--- config.mk ---
export PLATFORM = sky130hd
export DESIGN_NAME = btb_assoc
export DESIGN_NICKNAME = d
export VERILOG_FILES = /design/src/rtl/mmm_pkg.sv /design/src/rtl/plru_tree.sv /design/src/rtl/btb_assoc.sv
export SDC_FILE = /design/constraint.sdc
export NUM_CORES = 2
export LEC_CHECK = 0
export CAP_MARGIN = 20
export CORE_MARGIN = 3
export CORE_UTILIZATION = 50
export DETAILED_ROUTE_END_ITERATION = 12
export DONT_BUFFER_PORTS = 1
export SLEW_MARGIN = 20
export SYNTH_ARGS = -nofsm -noshare
export SYNTH_HDL_FRONTEND = slang
export SYNTH_SLANG_ARGS = --single-unit
--- constraint.sdc ---
create_clock -name clk_i -period 19.6 [get_ports clk_i]
set_input_delay 0.98 -clock clk_i [delete_from_list [all_inputs] [get_ports clk_i]]
set_output_delay 0.98 -clock clk_i [all_outputs]
set_load 0.03 [all_outputs]
--- src/rtl/mmm_pkg.sv ---
// Shared core-wide widths and the BTB entry layout.
package mmm_pkg;

   localparam int XLEN         = 32;
   localparam int OFFSET       = 2;
   localparam int BTB_SET_BITS = 4;
   localparam int BTB_WAYS     = 4;
   localparam int BTB_TAG_W    = XLEN - BTB_SET_BITS - OFFSET;

   typedef struct packed {
      logic                 valid;
      logic [BTB_TAG_W-1:0] tag;
      logic [XLEN-1:0]      target;
   } btb_entry_t;

endpackage

--- src/rtl/plru_tree.sv ---
// Tree pseudo-LRU for one set: heap-ordered node bits, 1 = LRU side is the right child.
module plru_tree #(
   parameter  int WAYS = 4,
   localparam int PW   = (WAYS > 1) ? WAYS - 1 : 1,
   localparam int WB   = (WAYS > 1) ? $clog2(WAYS) : 1
) (
   input  logic [PW-1:0] state,
   input  logic [WB-1:0] touch_way,
   output logic [WB-1:0] victim,
   output logic [PW-1:0] next_state
);

   generate
      if (WAYS == 1) begin : g_single
         assign victim     = '0;
         assign next_state = state;
      end else begin : g_tree
         localparam int LEVELS = $clog2(WAYS);

         always_comb begin
            int node;
            node   = 1;
            victim = '0;
            for (int l = 0; l < LEVELS; l++) begin
               victim[LEVELS-1-l] = state[node-1];
               node = 2 * node + int'(state[node-1]);
            end
         end

         // Touching a way points every node on its path away from it.
         always_comb begin
            int   node;
            logic dir;
            node       = 1;
            next_state = state;
            for (int l = 0; l < LEVELS; l++) begin
               dir                = touch_way[LEVELS-1-l];
               next_state[node-1] = ~dir;
               node = 2 * node + int'(dir);
            end
         end
      end
   endgenerate

endmodule

--- src/rtl/btb_assoc.sv ---
// Set-associative branch target buffer with tree-PLRU replacement and a set-by-set flush walk.
//  state   | meaning
//  S_IDLE  | normal lookup and update
//  S_FLUSH | clearing set[cnt_q] each cycle; lookups miss, updates dropped
module btb_assoc #(
   parameter int XLEN     = mmm_pkg::XLEN,
   parameter int SET_BITS = mmm_pkg::BTB_SET_BITS,
   parameter int WAYS     = mmm_pkg::BTB_WAYS,
   parameter int OFFSET   = mmm_pkg::OFFSET
) (
   input  logic            clk_i,
   input  logic            rst_n_i,
   input  logic            flush_i,
   input  logic            lookup_i,
   input  logic [XLEN-1:0] pc_i,
   input  logic            valid_i,
   input  logic            del_entry_i,
   input  logic [XLEN-1:0] update_pc_i,
   input  logic [XLEN-1:0] target_i,
   output logic            hit_o,
   output logic [XLEN-1:0] pred_target_o,
   output logic            busy_o
);

   localparam int SETS  = 1 << SET_BITS;
   localparam int TAG_W = XLEN - SET_BITS - OFFSET;
   localparam int PW    = (WAYS > 1) ? WAYS - 1 : 1;
   localparam int WB    = (WAYS > 1) ? $clog2(WAYS) : 1;

   localparam logic [0:0] S_IDLE  = 1'b0;
   localparam logic [0:0] S_FLUSH = 1'b1;

   logic [0:0]          state_q;
   logic [SET_BITS-1:0] cnt_q;

   logic [WAYS-1:0]     valid_q [SETS];
   logic [PW-1:0]       plru_q  [SETS];
   logic [TAG_W-1:0]    tag_q   [SETS][WAYS];
   logic [XLEN-1:0]     tgt_q   [SETS][WAYS];

   logic                idle;
   logic [SET_BITS-1:0] lk_set, wr_set;
   logic [TAG_W-1:0]    lk_tag, wr_tag;
   logic [WAYS-1:0]     lk_match, wr_match;
   logic [WB-1:0]       lk_way, wr_hit_way, free_way, victim, wr_way;
   logic                wr_hit, wr_full, lk_touch, wr_en, del_en;
   logic [PW-1:0]       lk_next, wr_base, wr_next;

   assign idle   = (state_q == S_IDLE);
   assign busy_o = ~idle;

   assign lk_set = pc_i[SET_BITS+OFFSET-1:OFFSET];
   assign lk_tag = pc_i[XLEN-1:SET_BITS+OFFSET];
   assign wr_set = update_pc_i[SET_BITS+OFFSET-1:OFFSET];
   assign wr_tag = update_pc_i[XLEN-1:SET_BITS+OFFSET];

   always_comb begin
      for (int w = 0; w < WAYS; w++) begin
         lk_match[w] = idle && valid_q[lk_set][w] && (tag_q[lk_set][w] == lk_tag);
         wr_match[w] = valid_q[wr_set][w] && (tag_q[wr_set][w] == wr_tag);
      end
   end

   always_comb begin
      lk_way     = '0;
      wr_hit_way = '0;
      free_way   = '0;
      for (int w = WAYS - 1; w >= 0; w--) begin
         if (lk_match[w])          lk_way     = WB'(w);
         if (wr_match[w])          wr_hit_way = WB'(w);
         if (!valid_q[wr_set][w])  free_way   = WB'(w);
      end
   end

   always_comb begin
      pred_target_o = '0;
      for (int w = 0; w < WAYS; w++) begin
         if (lk_match[w]) pred_target_o = pred_target_o | tgt_q[lk_set][w];
      end
   end

   assign hit_o    = |lk_match;
   assign wr_hit   = |wr_match;
   assign wr_full  = &valid_q[wr_set];
   assign lk_touch = lookup_i & hit_o;
   assign wr_en    = idle & valid_i & ~del_entry_i;
   assign del_en   = idle & valid_i & del_entry_i & wr_hit;

   // The write's touch is layered on top of a same-set lookup touch so it lands last.
   assign wr_base = (lk_touch && (lk_set == wr_set)) ? lk_next : plru_q[wr_set];
   assign wr_way  = wr_hit ? wr_hit_way : (wr_full ? victim : free_way);

   plru_tree #(.WAYS(WAYS)) u_lk_plru (
      .state      (plru_q[lk_set]),
      .touch_way  (lk_way),
      .victim     (),
      .next_state (lk_next)
   );

   plru_tree #(.WAYS(WAYS)) u_wr_plru (
      .state      (wr_base),
      .touch_way  (wr_way),
      .victim     (victim),
      .next_state (wr_next)
   );

   always_ff @(posedge clk_i) begin
      if (!rst_n_i) begin
         state_q <= S_IDLE;
         cnt_q   <= '0;
         for (int s = 0; s < SETS; s++) begin
            valid_q[s] <= '0;
            plru_q[s]  <= '0;
         end
      end else begin
         case (state_q)
            S_IDLE: begin
               if (lk_touch) plru_q[lk_set] <= lk_next;
               if (wr_en) begin
                  valid_q[wr_set][wr_way] <= 1'b1;
                  plru_q[wr_set]          <= wr_next;
               end
               if (del_en) valid_q[wr_set][wr_hit_way] <= 1'b0;
               if (flush_i) begin
                  state_q <= S_FLUSH;
                  cnt_q   <= '0;
               end
            end
            default: begin
               valid_q[cnt_q] <= '0;
               plru_q[cnt_q]  <= '0;
               cnt_q          <= cnt_q + 1'b1;
               if (&cnt_q) state_q <= S_IDLE;
            end
         endcase
      end
   end

   // Tag/target payload is qualified by valid bits, so it needs no reset.
   always_ff @(posedge clk_i) begin
      if (wr_en) begin
         tag_q[wr_set][wr_way] <= wr_tag;
         tgt_q[wr_set][wr_way] <= target_i;
      end
   end

endmodule
# Yosys cells after proc, flatten, opt, wreduce, memory -nomap -nowiden

Memories as Yosys holds them, arrays and structs flattened.
Cells that the tools add are included.

Bitwise operators: 19
Add/subtract/negate cells: 7
Equality and inequality tests: 9
Reductions and logical operators: 28
$lt $le $gt $ge: 11
Multiplexer cells: 79

Operators with widths:

| operator                                                                             | count |
|---|---|
| 26-bit == test                                                                       | 8 |
| 32-bit two-way mux                                                                   | 5 |
| 128-bit two-way mux                                                                  | 1 |
| 104-bit two-way mux                                                                  | 1 |
| 32-bit by 4-bit < comparator with 1-bit output, second input constant                | 3 |
| 32-bit bitwise OR                                                                    | 3 |
| 32-bit by 2-bit subtractor with 32-bit output, second input constant                 | 3 |
| 32-bit demux with 2-bit select                                                       | 1 |
| 32-bit by 1-bit greater-or-equal comparator with 1-bit output, second input constant | 2 |
| 26-bit demux with 2-bit select                                                       | 1 |
| 4-bit two-way mux                                                                    | 13 |
| 1-bit two-way mux                                                                    | 31 |
| 2-bit two-way mux                                                                    | 14 |
| 26-bit two-way mux                                                                   | 1 |
| 1-bit logical AND                                                                    | 18 |
| 4-bit OR reduction                                                                   | 4 |
| 3-bit two-way mux                                                                    | 4 |
| 2-bit by 1-bit adder with 3-bit output, first input constant                         | 3 |
| 3-bit OR reduction                                                                   | 3 |
| 1-bit demux with 2-bit select                                                        | 4 |
| 4-bit AND reduction                                                                  | 2 |
| 3-bit bitwise mux                                                                    | 2 |
| 2-bit by 3-bit < comparator with 1-bit output, second input constant                 | 2 |
| 1-bit NOT                                                                            | 6 |
| other kinds (10)                                                                     | 18 |

Logic and storage cells: 159
Memory bits (writable): 3824
Bits of input ports: 102
Output and inout port bits: 34
Register bits: 5
Memories kept: 4

Memory list:

| name    | depth | width | read ports | clocked after memory_dff | write ports | line            | RTL |
|---|---|---|---|---|---|---|---|
| tgt_q   | 16    | 128   | 1          | 0                        | 1           | btb_assoc.sv:39 | `logic [XLEN-1:0] tgt_q [SETS][WAYS];` |
| tag_q   | 16    | 104   | 2          | 0                        | 1           | btb_assoc.sv:38 | `logic [TAG_W-1:0] tag_q [SETS][WAYS];` |
| valid_q | 16    | 4     | 2          | 0                        | 16          | btb_assoc.sv:36 | `logic [WAYS-1:0] valid_q [SETS];` |
| plru_q  | 16    | 3     | 2          | 0                        | 16          | btb_assoc.sv:37 | `logic [PW-1:0] plru_q [SETS];` |

# Longest topological paths before layout

Depth in word-level cells: 31
Gate-level depth with buffers: 21
Mapped depth without buffers: 12

# Modules after synthesis

A second synthesis with hierarchy kept.

Cell total of the unflattened synthesis: 8297
Area, all modules: 167065.2 um^2

By module, submodules not included:

| module                | times used | sequential area each (um^2) | cells each | area an instance (um^2) |
|---|---|---|---|---|
| btb_assoc             | 1          | 114930.2                    | 8282       | 166976.4 |
| plru_tree (u_lk_plru) | 1          | 0.0                         | 7          | 46.3 |
| plru_tree (u_wr_plru) | 1          | 0.0                         | 8          | 42.5 |

# Least setup slack after synthesis

Ideal clock, no wire load.

Path type: input to register
Start point: input port update_pc_i[2]
End point: memory tag_q[0][0] (netlist bit), enable pin
Setup time: 0.474 ns
Data arrival time: 6.834 ns
Stages: 17
Path slack: 12.292 ns
Cells stage by stage: buf_4 > buf_6 > buf_6 > buf_2 > mux4_2 > mux2i_1 > o22ai_1 > o31ai_1 > nand4_1 > or4_1 > nor2b_1 > a21oi_1 > o21a_2 > buf_6 > nand2_2 > buf_2 > nor2_1

Cells in the longest elaborated chain, start to end: 16
Elaborated cells on any way between the ends: 38
Classes of those cells: add/sub: 2; order compare: 2; eq/ne: 5; mux: 17; bitwise: 1; reduce/logical: 8; memory: 3

Ends and longest elaborated chain:

| element                                                                                                | line            | RTL |
|---|---|---|
| from (decl)                                                                                            | btb_assoc.sv:18 | `input logic [XLEN-1:0] update_pc_i,` |
| parallel branches: the longest is 16 deep, another holds 32-bit by 2-bit subtractor with 32-bit output | --              |  |
| to (decl)                                                                                              | btb_assoc.sv:38 |  |

Several ways; the timed one is not identified. The select of a mux whose other input is x is not followed.

# Final worst setup path

Start point: input port update_pc_i[2]
End point: memory tgt_q[4][7] (netlist bit), enable pin

Cells in the longest elaborated chain, start to end: 16
Elaborated cells on any way between the ends: 38
Classes of those cells: add/sub: 2; order compare: 2; eq/ne: 5; mux: 17; bitwise: 1; reduce/logical: 8; memory: 3

Ends and longest elaborated chain:

| element                                                                                                | line |
|---|---|
| parallel branches: the longest is 16 deep, another holds 32-bit by 2-bit subtractor with 32-bit output | -- |
| to (decl)                                                                                              | btb_assoc.sv:39 |

Several ways; the timed one is not identified. The select of a mux whose other input is x is not followed.

==> results.txt <==
- Outcome: finished, violations left
* Failing checks: max-slew violations
- Counting every net in the synthesized netlist gives 8090.
* Accumulated negative setup slack: 0 ns
- The final hold violation count is 0.
* CTS clock-pin slew for the worst setup and hold paths: 0.06 ns
* Max rail drop VDD: 0.00009125 V
* CP Launch Type: input pin
* Setup violations, final: 0
- The smallest clock period supported by the final layout is computed as 9.231 ns.
* Final setup margin: 10.37 ns
- Hold timing on the final database bottoms out at a slack of 0.09673 ns.
- Biggest area consumer among synthesized cells: edfxtp_1
* Post-route clock period utilization: 47.10%
- Clock buffer count from CTS: 399
* Die Ht: 581.1 microns
- In this run the worst path has a maximum fanout of 191.
- Most used flip-flop cell after synthesis: edfxtp_1
* Sum of routed wire length over all layers: 516800 microns
- After clock tree synthesis, the setup repair step added 0 buffers.
- Once detail routing completed, the nets flagged for antenna violations numbered 0.
- Placed Area: 170300 sq um
- Total of cells resized after clock tree synthesis: 0
- Fill cells: 24466
- Post-Syn Area per Cell: 20.70 sq um
- Effective utilization at floorplan: 50.39%
- The number of global-route vias before repair came to 89283.
- In the routed layout, each cell is associated on average with a via count of 6.979.
- In the final routed layout, each cell accounts on average for 40.65 microns.
- The synthesized design devotes to its leading area cell type 69.44% of total area.
* Final standard cell area without fillers: 183300 sq um
- Compared with the post-synthesis result, the final layout area differs by 10.85%.
- The die covers 337600 sq um.
- Ports: 136
- Max-slew violation count: 295
- Max-cap violations in this run came to 0.
- Critical path type: input pin to flip-flop
- Post-synthesis cell count: 7987
- Worst rel slew slack: -13.17%
- TritonCTS built the clock tree.
* First-pass detailed-route iteration total: 7
* Number of DRC markers after the initial detailed-route iteration: 13934
* Data required time of the worst path: 20.18 ns
- Cts hold-fix bufs: 0
* Final GP Congestion: 0.9047
- Most common cell after layout, fill and taps aside: edfxtp_1
- Max Freq: 108.3 MHz
* First-pass GRT wire length: 715900 microns
- Buffer levels on the longest clock path: 4
- The root buffer cell chosen for the clock tree is clkbuf_16.
- Summing the sequential cell areas from Yosys gives 69.51% of the chip area.
* Path class of the lowest-slack min-delay path: input pin to flip-flop
* Commonest cells after routing, fill and taps aside: edfxtp_1, mux4_2, mux2i_1, clkbuf_16, buf_4
- Total leakage power: 57.35 nW
* Element type at the critical path end: flip-flop
- In this run the tool buffered the top-level ports with 0 buffer cells.
* Final setup skew: 0.05385 ns
- The H-tree was split into 5 levels.
* Flops & latches, synth: 3829
* Number of nets in the layout: 8126
* Core footprint: 328200 sq um
- For this design the ratio of total power to cell area is 95.32 nW/um^2.
* Slew at the pin closest to its max-slew limit: 1.698 ns
* Antenna violations before repair: 30
* CTS sink count: 3829
- Count of unique library cells instantiated by Yosys: 90
- Worst setup slack before clock tree synthesis: 10.38 ns
* Final standard cell utilization of the core: 55.85%
* Synth warn: 0
- Summed over all nets, the half-perimeter wirelength after detailed placement is 281300 microns.
- Cells with a size suffix above 1 make up 28.41% of the layout.
* Residual DRC count: 0
- RSZ-0062 raised after global routing: false
- Asr flop ratio synth: 0%
- Number of rows in the core area: 210
- Largest net degree at the start of global routing: 473
- Detailed routing inserted a total of 88716 vias.
- Global routing finished with a remaining overflow of 0.
- STA puts the critical path data arrival time at 9.81 ns.
- Latest clock arrival within the worst-skew pair: 0.98 ns
* Die extent in x: 581.1 microns
- Global routing used 30.46% of the available tracks.
- Yosys attributes the largest share of cell area to edfxtp_1, mux4_2, mux2i_1.
- Post-synthesis instance area: 165400 sq um
* EDFF count, synth: 3824
==> final cells by class <==
cell class              count  area (sq um)  share of cell area, %
clock buffers             476         10420                  5.686
flip-flops and latches   3829        114900                  62.70
diodes                     11         27.53                0.01502
clock inverters           256          2333                  1.273
multi-input cells        3498         47710                  26.03
well taps                4346          5438                  2.967
inverters                  96         379.1                 0.2068
repair buffers            199          2052                  1.120
==> cell families after synthesis <==
family          count (synthesis)  synth area share, %
fa+ha+maj                       1             0.007566
xor+xnor                      228                1.208
compound gates                685                2.907
mux                          1921                22.44
simple gates                  663                1.961
buf+inv                       660                1.973
flops                        3829                69.51
==> cells in the mapped netlist (24+ instances only) <==
library cell / count
edfxtp_1: 3824
a221oi_1: 33
a22oi_1: 107
a221o_1: 40
o21ai_0: 116
buf_6: 47
nand2_1: 161
mux2_2: 73
nor2b_1: 32
nor2_1: 182
buf_4: 56
mux2i_1: 426
xor2_1: 74
a22o_1: 25
o21ai_1: 61
clkbuf_1: 211
buf_1: 107
xnor2_1: 154
mux4_2: 1421
nor3_1: 33
inv_1: 87
o22ai_1: 69
nand3_1: 77
buf_2: 139
nand4_1: 57
a211oi_1: 24
a21oi_1: 51
==> worst max-delay path: stages <==
cell,delay (ns)
buf_16,0.96
buf_16,0.60
buf_16,0.61
mux4_2,0.60
a22o_1,0.28
a221oi_1,0.37
xor2_1,0.21
nand2_1,0.06
or4_1,0.55
nor4_2,0.71
nor2b_1,0.16
a21oi_1,0.24
o21a_2,0.53
nand2_2,0.08
buf_4,0.30
nor2_4,0.67
buf_4,0.63
buf_4,0.62
==> power by group <==
group,switching [mW],internal (mW),total (mW)
clock network,3.21,4.24,7.46
registers,0.0110,9.03,9.04
logic,0.524,0.446,0.970
total,3.75,13.7,17.5
==> final timing paths <==
path	startpoint	endpoint	slack (ns)	cells past startpoint
setup / recovery	update_pc_i[2]	tgt_q[4][7]$_DFFE_PP_	10.37	18
hold / removal	target_i[9]	tgt_q[3][9]$_DFFE_PP_	0.1	0
setup reg to reg	tag_q[0][14]$_DFFE_PP_	tgt_q[4][7]$_DFFE_PP_	12.32	14
hold reg to reg	cnt_q[3]$_SDFFE_PN0P_	busy_o$_SDFF_PN0_	0.61	1
==> per-stage QoR <==
| step | power (mW) | cells |
|---|---|---|
| 2_1_floorplan | 9.954 | 7987 |
| 3_3_place_gp | 10.14 | 11952 |
| 3_5_place_dp | 10.14 | 11960 |
| 4_1_cts | 17.53 | 12692 |
| 5_1_grt | 17.93 | 12701 |
| 6_report | 17.47 | 12711 |
==> flip-flops by register name, indices dropped and copies added, names as in the netlist <==
register / flops
tag_q: 1664
plru_q: 48
tgt_q: 2048
valid_q: 64
cnt_q: 4
busy_o: 1
==> metal layers <==
metal	part of all wire, %	track usage (%)	wire length (microns)	vias up
li1	-	-	-	34232
met1	38	42.11	194600	48041
met2	47	47.71	244000	5341
met3	10	5.844	52590	1096
met4	4.9	13.21	25510	6
met5	0.0079	0	41	-
(Power assumes the default switching activity.)
